[src/rtl/alu_pkg.sv]
// alu_pkg: opcodes, status-flag bit positions and FSM state encoding for alu_core.
// The ADJ state is only present when ALU_BCD_EN is defined.
package alu_pkg;

  localparam logic [3:0] OP_ORA = 4'h0;
  localparam logic [3:0] OP_AND = 4'h1;
  localparam logic [3:0] OP_EOR = 4'h2;
  localparam logic [3:0] OP_ADC = 4'h3;
  localparam logic [3:0] OP_STA = 4'h4;
  localparam logic [3:0] OP_LDA = 4'h5;
  localparam logic [3:0] OP_CMP = 4'h6;
  localparam logic [3:0] OP_SBC = 4'h7;
  localparam logic [3:0] OP_ASL = 4'h8;
  localparam logic [3:0] OP_ROL = 4'h9;
  localparam logic [3:0] OP_LSR = 4'hA;
  localparam logic [3:0] OP_ROR = 4'hB;
  localparam logic [3:0] OP_INC = 4'hC;
  localparam logic [3:0] OP_DEC = 4'hD;
  localparam logic [3:0] OP_BIT = 4'hE;
  localparam logic [3:0] OP_RSV = 4'hF;

  localparam int unsigned FLAG_C = 0;
  localparam int unsigned FLAG_Z = 1;
  localparam int unsigned FLAG_I = 2;
  localparam int unsigned FLAG_D = 3;
  localparam int unsigned FLAG_B = 4;
  localparam int unsigned FLAG_V = 6;
  localparam int unsigned FLAG_N = 7;

`ifdef ALU_BCD_EN
  typedef enum logic [1:0] {StIdle, StExec, StAdj} state_e;
`else
  typedef enum logic {StIdle, StExec} state_e;
`endif

endpackage

[src/rtl/alu_bcd_adj.sv]
// alu_bcd_adj: combinational per-nibble decimal add/subtract, built only with ALU_BCD_EN.
// For subtraction the internal chain carries a borrow; carry_in/carry_out are the
// 6502-style C flag (1 = no borrow) in both directions.
module alu_bcd_adj #(
  parameter int unsigned WIDTH = 8
) (
  input  logic [WIDTH-1:0] a,
  input  logic [WIDTH-1:0] b,
  input  logic             carry_in,
  input  logic             sub,
  output logic [WIDTH-1:0] res,
  output logic             carry_out
);

  localparam int unsigned NIBBLES = WIDTH / 4;

  // Ripple nibble by nibble from the LSB, applying +6 / -6 where a nibble overflows or borrows.
  always_comb begin
    logic       c;
    logic [4:0] t;
    res = '0;
    t   = '0;
    c   = sub ? ~carry_in : carry_in;
    for (int i = 0; i < NIBBLES; i++) begin
      if (!sub) begin
        t = {1'b0, a[4*i+:4]} + {1'b0, b[4*i+:4]} + {4'b0000, c};
        if (t > 5'd9) begin
          t = t + 5'd6;
          c = 1'b1;
        end else begin
          c = 1'b0;
        end
      end else begin
        t = {1'b0, a[4*i+:4]} - {1'b0, b[4*i+:4]} - {4'b0000, c};
        if (t[4]) begin
          t = t - 5'd6;
          c = 1'b1;
        end else begin
          c = 1'b0;
        end
      end
      res[4*i+:4] = t[3:0];
    end
    carry_out = sub ? ~c : c;
  end

endmodule

[src/rtl/alu_core.sv]
// alu_core: multi-cycle 6502-style ALU with start/done handshake and registered outputs.
// Define ALU_BCD_EN to build decimal-mode ADC/SBC (adds the ADJ state, one extra cycle).
module alu_core
  import alu_pkg::*;
#(
  parameter int unsigned WIDTH = 8
) (
  input  logic             clock,
  input  logic             reset_n,
  input  logic             start,
  input  logic [3:0]       op,
  input  logic [WIDTH-1:0] dst,
  input  logic [WIDTH-1:0] src,
  input  logic [7:0]       p_in,
  output logic             busy,
  output logic             done,
  output logic [WIDTH-1:0] res,
  output logic [7:0]       p_out
);

  state_e           state;
  logic [3:0]       op_q;
  logic [WIDTH-1:0] dst_q;
  logic [WIDTH-1:0] src_q;
  logic [7:0]       p_q;

  logic [WIDTH-1:0] alu_res;
  logic [7:0]       alu_p;
  logic [WIDTH:0]   sum;
  logic             upd_nz;

  // Binary datapath on the latched operands; unaffected flags pass through from p_q.
  always_comb begin
    alu_res = dst_q;
    alu_p   = p_q;
    sum     = '0;
    upd_nz  = 1'b0;
    case (op_q)
      OP_ORA: begin alu_res = dst_q | src_q; upd_nz = 1'b1; end
      OP_AND: begin alu_res = dst_q & src_q; upd_nz = 1'b1; end
      OP_EOR: begin alu_res = dst_q ^ src_q; upd_nz = 1'b1; end
      OP_LDA: begin alu_res = src_q;         upd_nz = 1'b1; end
      OP_INC: begin alu_res = dst_q + WIDTH'(1); upd_nz = 1'b1; end
      OP_DEC: begin alu_res = dst_q - WIDTH'(1); upd_nz = 1'b1; end
      OP_ADC: begin
        sum = {1'b0, dst_q} + {1'b0, src_q} + (WIDTH+1)'(p_q[FLAG_C]);
        alu_res = sum[WIDTH-1:0];
        alu_p[FLAG_C] = sum[WIDTH];
        alu_p[FLAG_V] = (dst_q[WIDTH-1] == src_q[WIDTH-1]) &&
                        (alu_res[WIDTH-1] != dst_q[WIDTH-1]);
        upd_nz = 1'b1;
      end
      // Subtraction as dst + ~src + C, so the carry out is the no-borrow flag.
      OP_SBC: begin
        sum = {1'b0, dst_q} + {1'b0, ~src_q} + (WIDTH+1)'(p_q[FLAG_C]);
        alu_res = sum[WIDTH-1:0];
        alu_p[FLAG_C] = sum[WIDTH];
        alu_p[FLAG_V] = (dst_q[WIDTH-1] != src_q[WIDTH-1]) &&
                        (alu_res[WIDTH-1] != dst_q[WIDTH-1]);
        upd_nz = 1'b1;
      end
      OP_CMP: begin
        sum = {1'b0, dst_q} + {1'b0, ~src_q} + (WIDTH+1)'(1);
        alu_res = sum[WIDTH-1:0];
        alu_p[FLAG_C] = sum[WIDTH];
        upd_nz = 1'b1;
      end
      OP_ASL: begin {alu_p[FLAG_C], alu_res} = {dst_q, 1'b0};          upd_nz = 1'b1; end
      OP_ROL: begin {alu_p[FLAG_C], alu_res} = {dst_q, p_q[FLAG_C]};   upd_nz = 1'b1; end
      OP_LSR: begin {alu_res, alu_p[FLAG_C]} = {1'b0, dst_q};          upd_nz = 1'b1; end
      OP_ROR: begin {alu_res, alu_p[FLAG_C]} = {p_q[FLAG_C], dst_q};   upd_nz = 1'b1; end
      OP_BIT: begin
        alu_p[FLAG_Z] = ((dst_q & src_q) == '0);
        alu_p[FLAG_N] = src_q[WIDTH-1];
        alu_p[FLAG_V] = src_q[WIDTH-2];
      end
      default: ; // STA and reserved: res = dst, flags unchanged
    endcase
    if (upd_nz) begin
      alu_p[FLAG_N] = alu_res[WIDTH-1];
      alu_p[FLAG_Z] = (alu_res == '0);
    end
  end

`ifdef ALU_BCD_EN
  logic [WIDTH-1:0] bcd_res;
  logic             bcd_c;
  logic [7:0]       bcd_p;
  logic             is_dec;

  alu_bcd_adj #(
    .WIDTH(WIDTH)
  ) u_bcd_adj (
    .a        (dst_q),
    .b        (src_q),
    .carry_in (p_q[FLAG_C]),
    .sub      (op_q == OP_SBC),
    .res      (bcd_res),
    .carry_out(bcd_c)
  );

  assign is_dec = ((op_q == OP_ADC) || (op_q == OP_SBC)) && p_q[FLAG_D];

  // Decimal flags: V stays from the binary result, N/Z/C come from the adjusted value.
  always_comb begin
    bcd_p         = alu_p;
    bcd_p[FLAG_C] = bcd_c;
    bcd_p[FLAG_N] = bcd_res[WIDTH-1];
    bcd_p[FLAG_Z] = (bcd_res == '0);
  end
`endif

  // Control FSM with operand latches and registered result/status/handshake outputs.
  always_ff @(posedge clock) begin
    if (!reset_n) begin
      state <= StIdle;
      busy  <= 1'b0;
      done  <= 1'b0;
      res   <= '0;
      p_out <= 8'h00;
      op_q  <= 4'h0;
      dst_q <= '0;
      src_q <= '0;
      p_q   <= 8'h00;
    end else begin
      done <= 1'b0;
      case (state)
        StIdle: begin
          if (start) begin
            op_q  <= op;
            dst_q <= dst;
            src_q <= src;
            p_q   <= p_in;
            busy  <= 1'b1;
            state <= StExec;
          end
        end
        StExec: begin
`ifdef ALU_BCD_EN
          if (is_dec) begin
            state <= StAdj;
          end else
`endif
          begin
            res   <= alu_res;
            p_out <= alu_p;
            done  <= 1'b1;
            busy  <= 1'b0;
            state <= StIdle;
          end
        end
`ifdef ALU_BCD_EN
        StAdj: begin
          res   <= bcd_res;
          p_out <= bcd_p;
          done  <= 1'b1;
          busy  <= 1'b0;
          state <= StIdle;
        end
`endif
        default: state <= StIdle;
      endcase
    end
  end

endmodule
[config.mk]
export PLATFORM = sky130hd
export DESIGN_NAME = alu_core
export DESIGN_NICKNAME = d
export VERILOG_FILES = /design/src/rtl/alu_pkg.sv /design/src/rtl/alu_bcd_adj.sv /design/src/rtl/alu_core.sv
export SDC_FILE = /design/constraint.sdc
export NUM_CORES = 1
export LEC_CHECK = 0
export CORE_MARGIN = 2
export CORE_UTILIZATION = 55
export CTS_CLUSTER_SIZE = 30
export DETAILED_ROUTE_END_ITERATION = 10
export HOLD_SLACK_MARGIN = 0.05
export PLACE_DENSITY = 0.86
export SETUP_SLACK_MARGIN = 0.4
export SYNTH_ARGS = -nofsm -noshare
export SYNTH_HDL_FRONTEND = slang
export SYNTH_SLANG_ARGS = --single-unit
[constraint.sdc]
create_clock -name clock -period 5 [get_ports clock]
set_clock_uncertainty 0.2 [all_clocks]
set_input_delay 1 -clock clock [delete_from_list [all_inputs] [get_ports clock]]
set_output_delay 1 -clock clock [all_outputs]
set_load 0.005 [all_outputs]
Yosys cells after proc, flatten, opt, wreduce, memory -nomap -nowiden --
Index checks and enable logic that the tools add are counted.
Storage, ports and cells: flip-flop bits (word level) 47, bits of input ports 31, output and inout port bits 18, logic and storage cells 61
Operators by class: add/subtract/negate cells 7, eq/ne operators 18, muxes and demuxes 13, bitwise logic cells 5, reductions and logical operators 9
Operators by type and width (count):
- $pmux W8 S13 | 1
- $eq A4 B4 Y1 const B | 7
- $add A8 B8 Y9 | 2
- $add A9 B1 Y9 | 2
- $logic_not A8 Y1 | 2
- $reduce_or A13 Y1 | 1
- $eq A4 B3 Y1 const B | 3
- $add A9 B1 Y9 const B | 1
- $add A8 B1 Y8 const B | 1
- $and A8 B8 Y8 | 1
- $eq A4 B2 Y1 const B | 2
- $mux W1 | 8
- $not A8 Y8 | 1
- $or A8 B8 Y8 | 1
- $sub A8 B1 Y8 const B | 1
- $xor A8 B8 Y8 | 1
- $pmux W1 S5 | 1
- $eq A4 B1 Y1 const B | 1
- $logic_not A4 Y1 | 1
- $pmux W1 S2 | 2
- $reduce_or A2 Y1 | 2
- $ne A1 B1 Y1 | 3
- $pmux W1 S3 | 1
- $logic_and A1 B1 Y1 | 2
- other kinds (4) | 4

Logic depth before layout (Yosys ltp) --
depth after elaboration 6, depth in mapped cells 15

Least setup slack after synthesis --
Ideal clock, no wire load.
kind register -> register, start point register op_q[0], end point register res[6], library setup time 114 ps, data arrival time 3005 ps, required time 4686 ps, slack 1681 ps, cell stages (with the launch flop) 15, path through dfxtp_1 -> clkbuf_1 -> buf_2 -> buf_2 -> buf_2 -> and3_1 -> ha_1 -> a211oi_1 -> o21bai_1 -> a21oi_1 -> xor2_1 -> o211ai_1 -> o32ai_2 -> mux2_4 -> nor2b_2
On the way: longest elaborated chain between the ends 2
Ends and longest elaborated chain:
- start, declared | line alu_core.sv:22 | logic [3:0] op_q;
- start signal, assigned | line alu_core.sv:130 | op_q <= op;
- $eq A4 B4 Y1 (tied with other cells) | line alu_core.sv:38 | case (op_q)
- $pmux W8 S13 (*) | line alu_core.sv:38
- end signal, assigned | line alu_core.sv:145 | res <= alu_res;
- end, declared | line alu_core.sv:17 | output logic [WIDTH-1:0] res,
Mark *: on every way between the ends. The rest lies on a longest branch, timed or not. A chain may end at the register's enable or synchronous reset.

Worst setup path after layout --
start point register op_q[1], end point register p_out[1]
On the way: longest elaborated chain between the ends 4
Ends and longest elaborated chain:
- $eq A4 B4 Y1 (tied with other cells) | line alu_core.sv:38
- $pmux W8 S13 / $reduce_or A13 Y1 (equally long branches)
- $logic_not A8 Y1 / $mux W1 (equally long branches) | line alu_core.sv:81, alu_core.sv:38
- $mux W1 (*) | line alu_core.sv:79 | if (upd_nz) begin
- end signal, assigned | line alu_core.sv:146 | p_out <= alu_p;
- end, declared | line alu_core.sv:18 | output logic [7:0] p_out
Marks and branches as above.

==> reports/qor.csv <==
stage;metric;value;unit
critical_path;RR Endpoint;p_out[1];
global_route;number of global-route vias before repair;4144;
timing;Final Cycle Share;0.770;
routing;drt wl/cell;18.3;µm
critical_path;largest stage delay on the critical path;0.56;ns
floorplan;Initial Utilization;0.572;
clock_tree;root buffer cell;clkbuf_8;
global_route;grt ovf;0;
synth;Distinct cells, synth;77;
clock_tree;Post-CTS Hold Buffers;0;
routing;vias;4346;
routing;Via density;6.21;
routing;total iterations of the first detailed-routing run;5;
floorplan;row count;32;
cells_and_area;Final Cell Area;5010;µm²
global_route;first-pass GRT wire length;21200;µm
routing;number of remaining DRC errors;0;
critical_path;Levels on crit path;12;
synth;Post-synth EDFFs;0;
timing;Final Worst Setup Slack;1.15;ns
pwr;overall power;1.13;mW
clock_tree;cts bufs inserted;5;
cells_and_area;Fill cells;691;
pwr;PwrDens;225;nW/µm²
place;GPL Wtd Cong;0.981;
timing;final setup fails;0;
synth;post-synthesis sequential area ratio;0.212;
critical_path;startpoint types;flop;
clock_tree;PostCTS Resize Cnt;0;
floorplan;die area;8820;µm²
synth;Post-Syn Nets;648;
place;pre-CTS setup slack;1.26;ns
critical_path;Setup crit start;op_q[1];
critical_path;Setup CP Type;flop to flop;
floorplan;IO Count;49;
timing;minimum clock period;3.85;ns
cells_and_area;register area;941;µm²
synth;Mapped Cells;580;
hold_path;worst hold path type;flop to flop;
critical_path;worst path buffer plus inverter count;1;
routing;Post-Route WL;12800;µm
cells_and_area;final core area utilization;0.645;
cells_and_area;Non-Filler Instances;700;
timing;Final Hold Vio Count;0;
critical_path;Top delay family on crit path;simple AND/OR/NAND/NOR gates;
cells_and_area;commonest non-fill, non-tap cells in the layout;77 x nand2_1, 48 x clkdlybuf4s50_1, 47 x dfxtp_1;
flow_run;total of max-cap violations;0;
synth;Mapped Area;4450;µm²
place;Post-DP Area;4900;µm²
synth;Syn Area/Cell;7.66;µm²
critical_path;Worst Path Arrival;3.91;ns
clock_tree;H-Tree Depth;2;
floorplan;Die X;93.9;µm
critical_path;CP max FO;40;
cells_and_area;commonest non-fill, non-tap cell in the layout;nand2_1;
routing;starting DRC count in detailed routing;368;
cells_and_area;Multi-input gate area;3200;µm²
clock_tree;post-CTS setup repair buffer count;0;
cells_and_area;fin nets;665;
critical_path;R2R setup slack;1.15;ns
timing;RSZ-0062 raised after global routing;false;
pwr;Pleak;1.83;nW
clock_tree;clk slew on worst S/H paths;0.10;ns
timing;worst hold slack;0.264;ns
timing;Slew @ Worst Pin;1.01;ns
place;Cells after DPL;692;
critical_path;Worst Reg-to-Reg Cells;12;
cells_and_area;Synth-to-Final Area Change;12.7;%
critical_path;Setup crit end kind;flop;
critical_path;CP max stage cell;nor2b_1;
critical_path;WP data required;5.06;ns
synth;Synth async-reset ratio;0;
floorplan;area of the core;7770;µm²
synth;YS warnings;0;
clock_tree;clock sinks;47;
timing;fmax;260;MHz
critical_path;FF-to-FF Start;op_q[1];
global_route;Tot GR Track Use;0.304;
synth;Yosys reg bits;47;
cells_and_area;n_diodes;0;
place;Port Buf Inserts;48;
clock_tree;clk buf depth;2;
status;status;complete, no violations;
routing;Post-DRT Antenna Nets;0;
timing;setup TNS;0;ns
clock_tree;Worst-Skew Late Latency;0.31;ns
critical_path;Critical Path, Cell by Cell;buf_4 -> nor2b_1 -> and3_1 -> ha_1 -> a211oi_1 -> nor2_1 -> xnor2_1 -> o22ai_1 -> o22ai_1 -> o211ai_1 -> nor4_2 -> a31o_1;
pwr;Peak VDD IR;289;µV
critical_path;most used cell, CP;o22ai_1;
place;dpl hpwl;9670;µm
critical_path;crit path capture;p_out[1];
cells_and_area;layout cells sized above 1;0.0619;
global_route;largest net degree at the start of global routing;48;
timing;Slew Viols, Final;0;
clock_tree;TritonCTS clock tree;built;
floorplan;Die Height;93.9;µm
global_route;initial antenna violation count;0;
synth;Primary FF master, synth;dfxtp_1;
timing;relative slew slack;0.321;
## state kept, by name, indices dropped and copies added, names as in the netlist
name and cells:
p_q 8, busy 1, dst_q 8, op_q 4
state 1, src_q 8, p_out 8, done 1
res 8
## layer usage
| metal | up-vias | routed length (µm) | track usage |
|---|---|---|---|
| met5 | - | 0 | 0 |
| met4 | 0 | 260 | 0.0942 |
| met3 | 20 | 881 | 0.0433 |
| met2 | 191 | 5970 | 0.496 |
| met1 | 2054 | 5710 | 0.414 |
| li1 | 2081 | - | - |
## how the worst min path moves through the flow
stage | start | endpoint | cells after the start
final | p_q[1] | p_q[1] | 2
after global routing | p_q[5] | p_q[5] | 2
after CTS | p_q[1] | p_q[1] | 2
after detailed placement | p_q[1] | p_q[1] | 2
after global placement | p_q[1] | p_q[1] | 2
after floorplan | p_q[1] | p_q[1] | 2
## synth_stat cells (14+ instances only)
master,number,area [µm²]
a21oi_1,37,185
ha_1,33,413
a21boi_0,30,225
mux2i_1,14,140
clkbuf_1,23,86.3
o21ai_0,21,105
inv_1,30,113
nand2_1,77,289
nand2b_1,18,113
nor2_1,36,135
nor2b_1,19,119
dfxtp_1,47,941
## cells by family (layout without fill, tap and decap cells)
group                      count (synthesis)  in the layout  share of synthesized area
muxes                                     18             18                     0.0425
AOI/OAI and AO/OA                        170            170                      0.274
adders and majority gates                 37             37                      0.111
xor gates and xnor gates                  23             23                     0.0470
and+or+nand+nor                          212            212                      0.245
DFF                                       47             47                      0.212
buffers and inverters                     73             91                     0.0698
## worst register-to-register path, cell delays in order, from the launching register on
cell and delay (ns):
dfxtp_1 0.30, buf_4 0.24, nor2b_1 0.57, and3_1 0.47, ha_1 0.37, a211oi_1 0.34, nor2_1 0.10, xnor2_1 0.18
o22ai_1 0.10, o22ai_1 0.25, o211ai_1 0.21, nor4_2 0.32, a31o_1 0.17
## report_power, final
| part | internal, mW | switching (mW) |
|---|---|---|
| combinational | 0.173 | 0.239 |
| clock | 0.151 | 0.139 |
| sequential | 0.394 | 0.0286 |
| total | 0.719 | 0.407 |
## layout make-up
cell class                      count  share of cell area
Multi-Input combinational cell    460               0.638
Sequential cell                    47               0.188
Timing Repair Buffer               53               0.103
Tap cell                          102              0.0255
Inverter                           30              0.0225
Clock buffer                        5              0.0137
Clock inverter                      3             0.00924
Power figures use the tool's default switching activity.
